## src/rtl/stream_demux1ton_pkg.sv

```systemverilog
// Shared constants, select-width helper and slot state encoding for the 1-to-N stream demux.
package stream_demux_pkg;

  localparam int N_OUT_MAX = 16;
  localparam int ERRCNT_W  = 8;

  typedef enum logic {
    SLOT_EMPTY = 1'b0,
    SLOT_FULL  = 1'b1
  } slot_state_t;

  // Bits needed to address n channels, never less than one.
  function automatic int sel_width(input int n);
    int w;
    w = 1;
    for (int i = 1; i < 32; i++) begin
      if ((1 << w) < n) w = w + 1;
    end
    return w;
  endfunction

endpackage

```

## src/rtl/stream_demux1ton_slot.sv

```systemverilog
// One-entry holding register for a single demux output channel.
module demux_slot
  import stream_demux_pkg::*;
#(
  parameter int DW = 8
) (
  input  logic          clk,
  input  logic          rst,
  input  logic          load,
  input  logic [DW-1:0] load_data,
  input  logic          ready,
  output logic          valid,
  output logic [DW-1:0] data
);

  slot_state_t   state_reg, state_next;
  logic [DW-1:0] data_reg;

  // A load while full is only possible when the slot drains on the same edge.
  always_comb begin
    state_next = state_reg;
    if (state_reg == SLOT_EMPTY) begin
      if (load) state_next = SLOT_FULL;
    end else begin
      if (load)       state_next = SLOT_FULL;
      else if (ready) state_next = SLOT_EMPTY;
    end
  end

  always_ff @(posedge clk) begin
    if (rst) begin
      state_reg <= SLOT_EMPTY;
      data_reg  <= '0;
    end else begin
      state_reg <= state_next;
      if (load) data_reg <= load_data;
    end
  end

  assign valid = (state_reg == SLOT_FULL);
  assign data  = data_reg;

endmodule

```

## src/rtl/stream_demux1ton.sv

```systemverilog
// Registered 1-to-N stream demux; define STREAM_DEMUX_ERRCNT_EN to count dropped out-of-range beats.
module stream_demux1ton
  import stream_demux_pkg::*;
#(
  parameter  int N_OUT = 2,
  parameter  int DW    = 8,
  localparam int SW    = sel_width(N_OUT)
) (
  input  logic                clk,
  input  logic                rst,
  input  logic                in_valid,
  output logic                in_ready,
  input  logic [DW-1:0]       in_data,
  input  logic [SW-1:0]       in_sel,
  output logic [N_OUT-1:0]    out_valid,
  input  logic [N_OUT-1:0]    out_ready,
`ifdef STREAM_DEMUX_ERRCNT_EN
  output logic [ERRCNT_W-1:0] err_cnt,
`endif
  output logic [N_OUT*DW-1:0] out_data
);

  logic             sel_in_range;
  logic             sel_ready;
  logic             accept;
  logic [N_OUT-1:0] load_vec;

  assign sel_in_range = (32'(in_sel) < 32'(N_OUT));

  always_comb begin
    sel_ready = 1'b0;
    for (int k = 0; k < N_OUT; k++) begin
      if (32'(in_sel) == 32'(k)) sel_ready = !out_valid[k] || out_ready[k];
    end
  end

  // Out-of-range beats are always taken so the producer never wedges on them.
  assign in_ready = sel_in_range ? sel_ready : 1'b1;
  assign accept   = in_valid && in_ready;

  always_comb begin
    load_vec = '0;
    for (int k = 0; k < N_OUT; k++) begin
      load_vec[k] = accept && (32'(in_sel) == 32'(k));
    end
  end

  generate
    for (genvar gi = 0; gi < N_OUT; gi++) begin : g_slot
      demux_slot #(.DW(DW)) u_slot (
        .clk       (clk),
        .rst       (rst),
        .load      (load_vec[gi]),
        .load_data (in_data),
        .ready     (out_ready[gi]),
        .valid     (out_valid[gi]),
        .data      (out_data[gi*DW +: DW])
      );
    end
  endgenerate

`ifdef STREAM_DEMUX_ERRCNT_EN
  logic [ERRCNT_W-1:0] err_cnt_reg;

  always_ff @(posedge clk) begin
    if (rst) begin
      err_cnt_reg <= '0;
    end else if (accept && !sel_in_range && (err_cnt_reg != '1)) begin
      err_cnt_reg <= err_cnt_reg + 1'b1;
    end
  end

  assign err_cnt = err_cnt_reg;
`endif

endmodule

```

## config.mk

```make
export PLATFORM = sky130hd
export DESIGN_NAME = stream_demux1ton
export DESIGN_NICKNAME = d
export VERILOG_FILES = /design/src/rtl/stream_demux1ton_pkg.sv /design/src/rtl/stream_demux1ton_slot.sv /design/src/rtl/stream_demux1ton.sv
export SDC_FILE = /design/constraint.sdc
export NUM_CORES = 1
export LEC_CHECK = 0
export CORE_AREA = 2 2 44 46
export CTS_CLUSTER_DIAMETER = 30
export DETAILED_ROUTE_END_ITERATION = 12
export DIE_AREA = 0 0 46 48
export GPL_ROUTABILITY_DRIVEN = 0
export GPL_TIMING_DRIVEN = 1
export PLACE_DENSITY = 0.79
export REMOVE_ABC_BUFFERS = 1
export SLEW_MARGIN = 40
export SYNTH_ARGS = -nofsm -noshare
export SYNTH_HDL_FRONTEND = slang
export SYNTH_HIERARCHICAL = 1
export SYNTH_SLANG_ARGS = --single-unit
```

## constraint.sdc

```tcl
create_clock -name clk -period 2 [get_ports clk]
set_input_delay 0.4 -clock clk [delete_from_list [all_inputs] [get_ports clk]]
set_output_delay 0.4 -clock clk [all_outputs]
set_load 0.01 [all_outputs]
```

==> flow_summary.rst <==
.. list-table::
   :header-rows: 1

   * - Metric
     - Value
   * - Outcome
     - completed
   * - Ratio of total power to cell area
     - 682.6 nW/um^2
   * - Total inserted antenna cells
     - 0
   * - Path class of the lowest-slack min-delay path
     - flop to flop
   * - Proportion of netlist area held by the largest area contributor
     - 52.36%
   * - Commonest register cell after synthesis
     - sky130_fd_sc_hd__dfxtp_1
   * - Fin. max-slew vios
     - 0
   * - Flop pwr share
     - 52.1%
   * - Height of the die
     - 48 um
   * - Num CTS Buffers
     - 3
   * - Yosys cell types
     - 13
   * - Clock tree buffer depth
     - 2
   * - First-pass iteration count of the detailed router
     - 4
   * - Post-route ant nets
     - 0
   * - WL met1
     - 650 um
   * - Finish-stage setup viols
     - 0
   * - Maximum clock skew at final layout
     - 0.001360 ns
   * - Routed wire length
     - 1508 um
   * - Top post-synthesis cells by count
     - sky130_fd_sc_hd__dfxtp_1 (18), sky130_fd_sc_hd__mux2i_1 (16), sky130_fd_sc_hd__nor2_1 (16)
   * - Core area
     - 1689 um^2
   * - Met2 wirelength from detailed routing
     - 696 um
   * - Overall die area
     - 2208 um^2
   * - Max-capacitance violation count
     - 0
   * - Sw Share
     - 22.88%
   * - Synth Instances
     - 67
   * - Clock latency of the later-clocked register in the worst-skew pair
     - 0.29 ns
   * - Layout Area Growth over Synthesis
     - 57.64%
   * - Post-CTS setup-driven buffer insertion count
     - 0
   * - Post-synthesis area per instance
     - 10.27 um^2
   * - Portion of the post-synthesis area used by sequential elements
     - 52.36%
   * - Top achievable clock speed
     - 551.6 MHz
   * - Critical Path Source Type
     - input pin
   * - Vias in the first global route
     - 563
   * - Antenna violations before repair
     - 0
   * - Share of layout cells above drive strength 1
     - 11.32%
   * - FF+latch count, synth
     - 18
   * - GRT overflow
     - 0
   * - Async set-or-reset flop fraction in the synthesized netlist
     - 0%
   * - Resize count post-CTS
     - 1
   * - EDFF count, synth
     - 0
   * - Power spent charging and discharging nets
     - 169.5 uW
   * - Critical-path cell list
     - clkdlybuf4s50_1 > nor3b_1 > a31oi_1 > dlygate4sd2_1
   * - Max FFs per register
     - 16
   * - Routed wirelength normalized by instance count
     - 12.26 um
   * - Fraction of power consumed by the clock network
     - 29.6%
   * - Worst reg-to-reg setup slack
     - 0.80 ns
   * - Die Width
     - 46 um
   * - Cell depth of the worst flop-to-flop path
     - 5
   * - Static leakage power
     - 0.0004309 uW
   * - Slew headroom
     - 78.71%
   * - TritonCTS clock tree
     - done
   * - Worst-Margin Slew
     - 0.3183 ns
   * - Via count normalized by instance count
     - 4.683
   * - Worst Path Required
     - 1.60 ns
   * - Worst slack on hold paths
     - 0.4987 ns
   * - Clock tree sinks
     - 18
   * - DRC
     - 0
   * - Wire length of the first global-routing pass
     - 2463 um
   * - Worst-path clk slew
     - 0.10 ns
   * - Crit path max-delay cell type
     - sky130_fd_sc_hd__clkdlybuf4s50_1
   * - Capture point of the worst reg-to-reg path
     - g_slot[0].u_slot/data[1]
   * - Most common cell in the netlist
     - sky130_fd_sc_hd__dfxtp_1
   * - Initial standard-cell utilization of the core
     - 40.74%
   * - Biggest area consumer among synthesized cells
     - sky130_fd_sc_hd__dfxtp_1
   * - Pin count of the biggest net entering global routing
     - 11
   * - H-tree levels
     - 1
   * - Total of warnings raised by yosys
     - 6
   * - Top area cells in the synthesized netlist
     - sky130_fd_sc_hd__dfxtp_1 (52%), sky130_fd_sc_hd__mux2i_1 (23%), sky130_fd_sc_hd__nor2_1 (8.7%), sky130_fd_sc_hd__buf_6 (3.3%), sky130_fd_sc_hd__a21oi_1 (2.2%)
   * - Highest net fanout along the worst path
     - 4
   * - Minimum clock period
     - 1.813 ns
   * - Post-detailed-placement cell area
     - 1050 um^2
   * - Combinational share of power
     - 18.3%
   * - Layout Cell Area excl Fill
     - 1085 um^2
   * - Sum of net half-perimeters after detailed placement
     - 1210 um
   * - Final net count
     - 121
   * - Post-synth design cell area
     - 688.2 um^2
   * - I/O pins
     - 33
   * - Global routing usage summed across all routing layers
     - 16.44%
   * - Final number of hold-violating endpoints
     - 0
   * - Internal Dissipation
     - 571.0 uW
   * - Hold Path Depth
     - 2
   * - Top Metal Used
     - met4
   * - Setup crit end kind
     - output pin
   * - Critical hold path startpoint
     - g_slot[1].u_slot/data[5]
   * - Worst R2R Start
     - g_slot[0].u_slot/valid
   * - Root buffer cell
     - sky130_fd_sc_hd__clkbuf_4
   * - Max stage delay on crit path
     - 0.46 ns
   * - Setup repair after global routing missed its margin
     - no
   * - Min-Delay Endpoint
     - g_slot[1].u_slot/data[5]
   * - Standard-cell row count
     - 15
   * - Routed wl met3
     - 124 um
   * - Worst setup path class
     - input pin to output pin
   * - Worst-case vdd ir drop
     - 0.3816 mV
   * - Data arrival time of the critical path
     - 1.41 ns
   * - Drt first-iter violations
     - 5
   * - PortBufs
     - 32
   * - Hold buffers post-CTS
     - 0
   * - Fraction of the cycle the final worst path needs
     - 90.65%
   * - DR vias
     - 576
## worst max-delay path: cells and delay by family
family,cells,cell delay (ns)
AOI/OAI and AO/OA,1,0.05
buffers and inverters,2,0.74
and+or+nand+nor,1,0.21
## metrics by stage
step	cells	utilization, %	worst slack [ns]	power, uW	setup TNS [ns]
after floorplan	63	-	0.5141	442.6	0
after global placement	119	62.15	-0.06824	528.4	-0.06824
after detailed placement	119	62.15	-0.07361	531.7	-0.07361
after CTS	123	64.22	0.1779	755.0	0
after global routing	123	64.22	0.1317	782.8	0
final	123	64.22	0.1870	740.5	0
## metal layers
layer / up-vias / global-route usage [%]
li1: 298 / -
met1: 249 / 18.54
met2: 24 / 27.50
met3: 5 / 4.528
met4: 0 / 10.29
met5: - / 0
## power groups by stage
stage / logic, uW / clock network, uW / registers [uW]
after global routing: 148 / 246 / 389
after floorplan: 40.0 / 0 / 403
final: 136 / 219 / 386
after detailed placement: 137 / 0 / 395
after CTS: 138 / 231 / 386
after global placement: 135 / 0 / 394
## area by class of cell
cell class	instances	area, um^2
clock buffers	4	36.28
fillers	149	604.3
inverters	3	11.26
multi-input cells	42	284.0
flip-flops and latches	18	360.3
well taps	17	21.27
repair buffers	39	371.6
## worst max path at each step
stage                   from                       end  slack (ns)  cells after the start
floorplan           in_valid  g_slot[1].u_slot/data[0]        0.51                      4
global placement      in_sel                  in_ready       -0.07                      4
detailed placement    in_sel                  in_ready       -0.07                      4
CTS                   in_sel                  in_ready        0.18                      4
global route          in_sel                  in_ready        0.13                      4
finish                in_sel                  in_ready        0.19                      4
## cell usage in the layout (no fill, tap or decap)
| cell | instances |
|---|---|
| sky130_fd_sc_hd__a21oi_1 | 3 |
| sky130_fd_sc_hd__a31oi_1 | 1 |
| sky130_fd_sc_hd__buf_4 | 7 |
| sky130_fd_sc_hd__clkbuf_4 | 3 |
| sky130_fd_sc_hd__clkbuf_8 | 1 |
| sky130_fd_sc_hd__clkdlybuf4s50_1 | 31 |
| sky130_fd_sc_hd__dfxtp_1 | 18 |
| sky130_fd_sc_hd__dlygate4sd2_1 | 1 |
| sky130_fd_sc_hd__inv_1 | 3 |
| sky130_fd_sc_hd__mux2i_1 | 16 |
| sky130_fd_sc_hd__nand2_1 | 1 |
| sky130_fd_sc_hd__nand2b_1 | 2 |
| sky130_fd_sc_hd__nor2_1 | 16 |
| sky130_fd_sc_hd__nor2b_1 | 1 |
| sky130_fd_sc_hd__nor3b_1 | 1 |
| sky130_fd_sc_hd__nor3b_2 | 1 |
## kinds of logic after synthesis
family / Yosys count / share of synthesized area [%]
compound gates: 4 / 3.091
buf+inv: 7 / 6.363
flops: 18 / 52.36
mux: 16 / 23.27
simple gates: 22 / 14.91
No activity file was read; power rests on OpenSTA's default activity.
==> edit: new RTL, same flow settings <==
Set the parameter `N_OUT` to 1 (it was 2).
--- a/src/rtl/stream_demux1ton.sv
+++ b/src/rtl/stream_demux1ton.sv
@@ -2,7 +2,7 @@
 module stream_demux1ton
   import stream_demux_pkg::*;
 #(
-  parameter  int N_OUT = 2,
+  parameter  int N_OUT = 1,
   parameter  int DW    = 8,
   localparam int SW    = sel_width(N_OUT)
 ) (
Interface: changed (resized out_data, out_ready and out_valid); port bits go from 33 to 23. The function was not compared with the original's and may differ.
==> edit against the original RTL <==
Global-route usage shrank 9.0 points; core utilization down 27 points; sequential power down 50%; design area fell by 43%; area after synthesis shrank 49%; routed wire length down 51%; sequential cell count fell by 9; clock skew is 4.6 ps higher; setup slack worse by 150 ps; power down 46%; largest cell class unchanged; highest routed layer is now met3.
==> edit: results (changes against the original RTL) <==
status:
  status: "finished clean"
grt:
  antenna_found_initial: 0  # unchanged
  track_usage_pct: 7.45  # -9.0 points
  globalRouteMet2Util_pct: 12.2  # -15 points
  grt_pass1_vias: 294  # -48%
  grt_start_max_net_pins: 10  # -1
  grt_first_pass_wirelength_um: 1100  # -55%
  met3_usage_pct: 3.40  # -1.1 points
  use_met1_pct: 7.57  # -11 points
place:
  place.detailed.hpwl_um: 587  # -52%
  pre_cts_slack_ps: 34.2  # +108 ps
  portBuffers: 22  # -31%
route:
  wl_met1_um: 320  # -51%
  vias: 308  # -47%
  dr_wl_met3_um: 61  # -51%
  avgRoutedWirePerCell_um: 9.64  # -21%
  drt_iter0_drc: 2  # -3
  dr.max_layer_used: "met3"
  wl_met2_um: 351  # -50%
worst_setup_path:
  arrival_ps: 1560  # +150 ps
  regToRegEndpoint: "g_slot[0].u_slot/data[7]"
  critPathMaxStageDelay_ps: 530  # +70 ps
  rrSetupSlack_ps: 820  # +20 ps
  cp_max_fo: 2  # -2
logic_synthesis:
  yosys-mux-area-fraction_pct: 22.6  # -0.66 points
  ys_top_cells_by_count: "dfxtp_1, mux2i_1, nor2_1"
  ys_top_cells_by_area: "dfxtp_1, mux2i_1, nor2_1, nor2b_4, nand2b_1"
  async_flop_share_pct: 0  # unchanged
  synth_compound_area_share_pct: 1.41  # -1.7 points
  synth.distinct_cells: 10  # -3
power:
  power_sequential_mw: 0.193  # -50%
  power_switching_share_pct: 21.4  # -1.5 points
  ir_drop_uv: 373  # -2.4%
  p_leak_nw: 0.237  # -45%
  pg_clk_mw: 0.133  # -39%
worst_hold_path:
  hold_path.startpoint: "g_slot[0].u_slot/data[3]"
  hold_end: "g_slot[0].u_slot/data[3]"
sta:
  worst_pin_slew_ps: 323  # +5.05 ps
  skew_ps: 5.92  # +4.56 ps
cts:
  worstSkewPairLatency_ps: 250  # -40 ps
  ctsResizeCount: 0  # -1
layout:
  fillers: 179  # +20%
  nets: 73  # -40%
  largest_reg_flops: 8  # -8
  drive_gt1_share_pct: 11.9  # +0.54 points
## edit: changes by cell type in the layout (fill, tap and decap cells not counted), sizes merged
cell	unedited run	this run
buf	7	2
nor2	16	8
inv	3	1
dlygate4sd2	1	0
dfxtp	18	9
mux2i	16	8
nand2	1	0
nor3b	2	1
clkdlybuf4s50	31	22
a31oi	1	0
a21oi	3	1
## edit: kinds of logic (layout without fill, tap and decap cells)
group	after synthesis	in the layout
simple gates	12	12
flops	9	9
mux	8	8
buf+inv	3	29
compound gates	1	1
## edit: worst max-delay path by stage
stage                           startpoint                       end  slack, ps  cells past startpoint
finish                           out_ready                  in_ready         40                      4
global route                     out_ready                  in_ready          7                      4
floorplan           g_slot[0].u_slot/valid  g_slot[0].u_slot/data[0]        570                      4
detailed placement               out_ready                  in_ready         30                      4
global placement                 out_ready                  in_ready         50                      4
CTS                              out_ready                  in_ready         30                      4
## edit: cell type report
| type | instances | area [um^2] | area share, % |
|---|---|---|---|
| clock buffers | 4 | 26.3 | 4.23 |
| inverters | 1 | 3.75 | 0.605 |
| multi-input cells | 21 | 154 | 24.8 |
| flip-flops and latches | 9 | 180 | 29.0 |
| well taps | 17 | 21.3 | 3.43 |
| repair buffers | 24 | 235 | 37.9 |
## edit: stage by stage
stage / power (mW) / hold WS (ps) / instances / instance area [um^2]
2_1_floorplan: 0.222 / 469 / 31 / 338
3_3_place_gp: 0.272 / 473 / 72 / 594
3_5_place_dp: 0.273 / 483 / 72 / 594
4_1_cts: 0.410 / 498 / 76 / 621
5_1_grt: 0.429 / 514 / 76 / 621
6_report: 0.401 / 493 / 76 / 621
## edit: tightest hold or removal path, cell delays in order (launching register included)
cell	delay, ps
dfxtp_1	320
mux2i_1	70
nor2_1	70
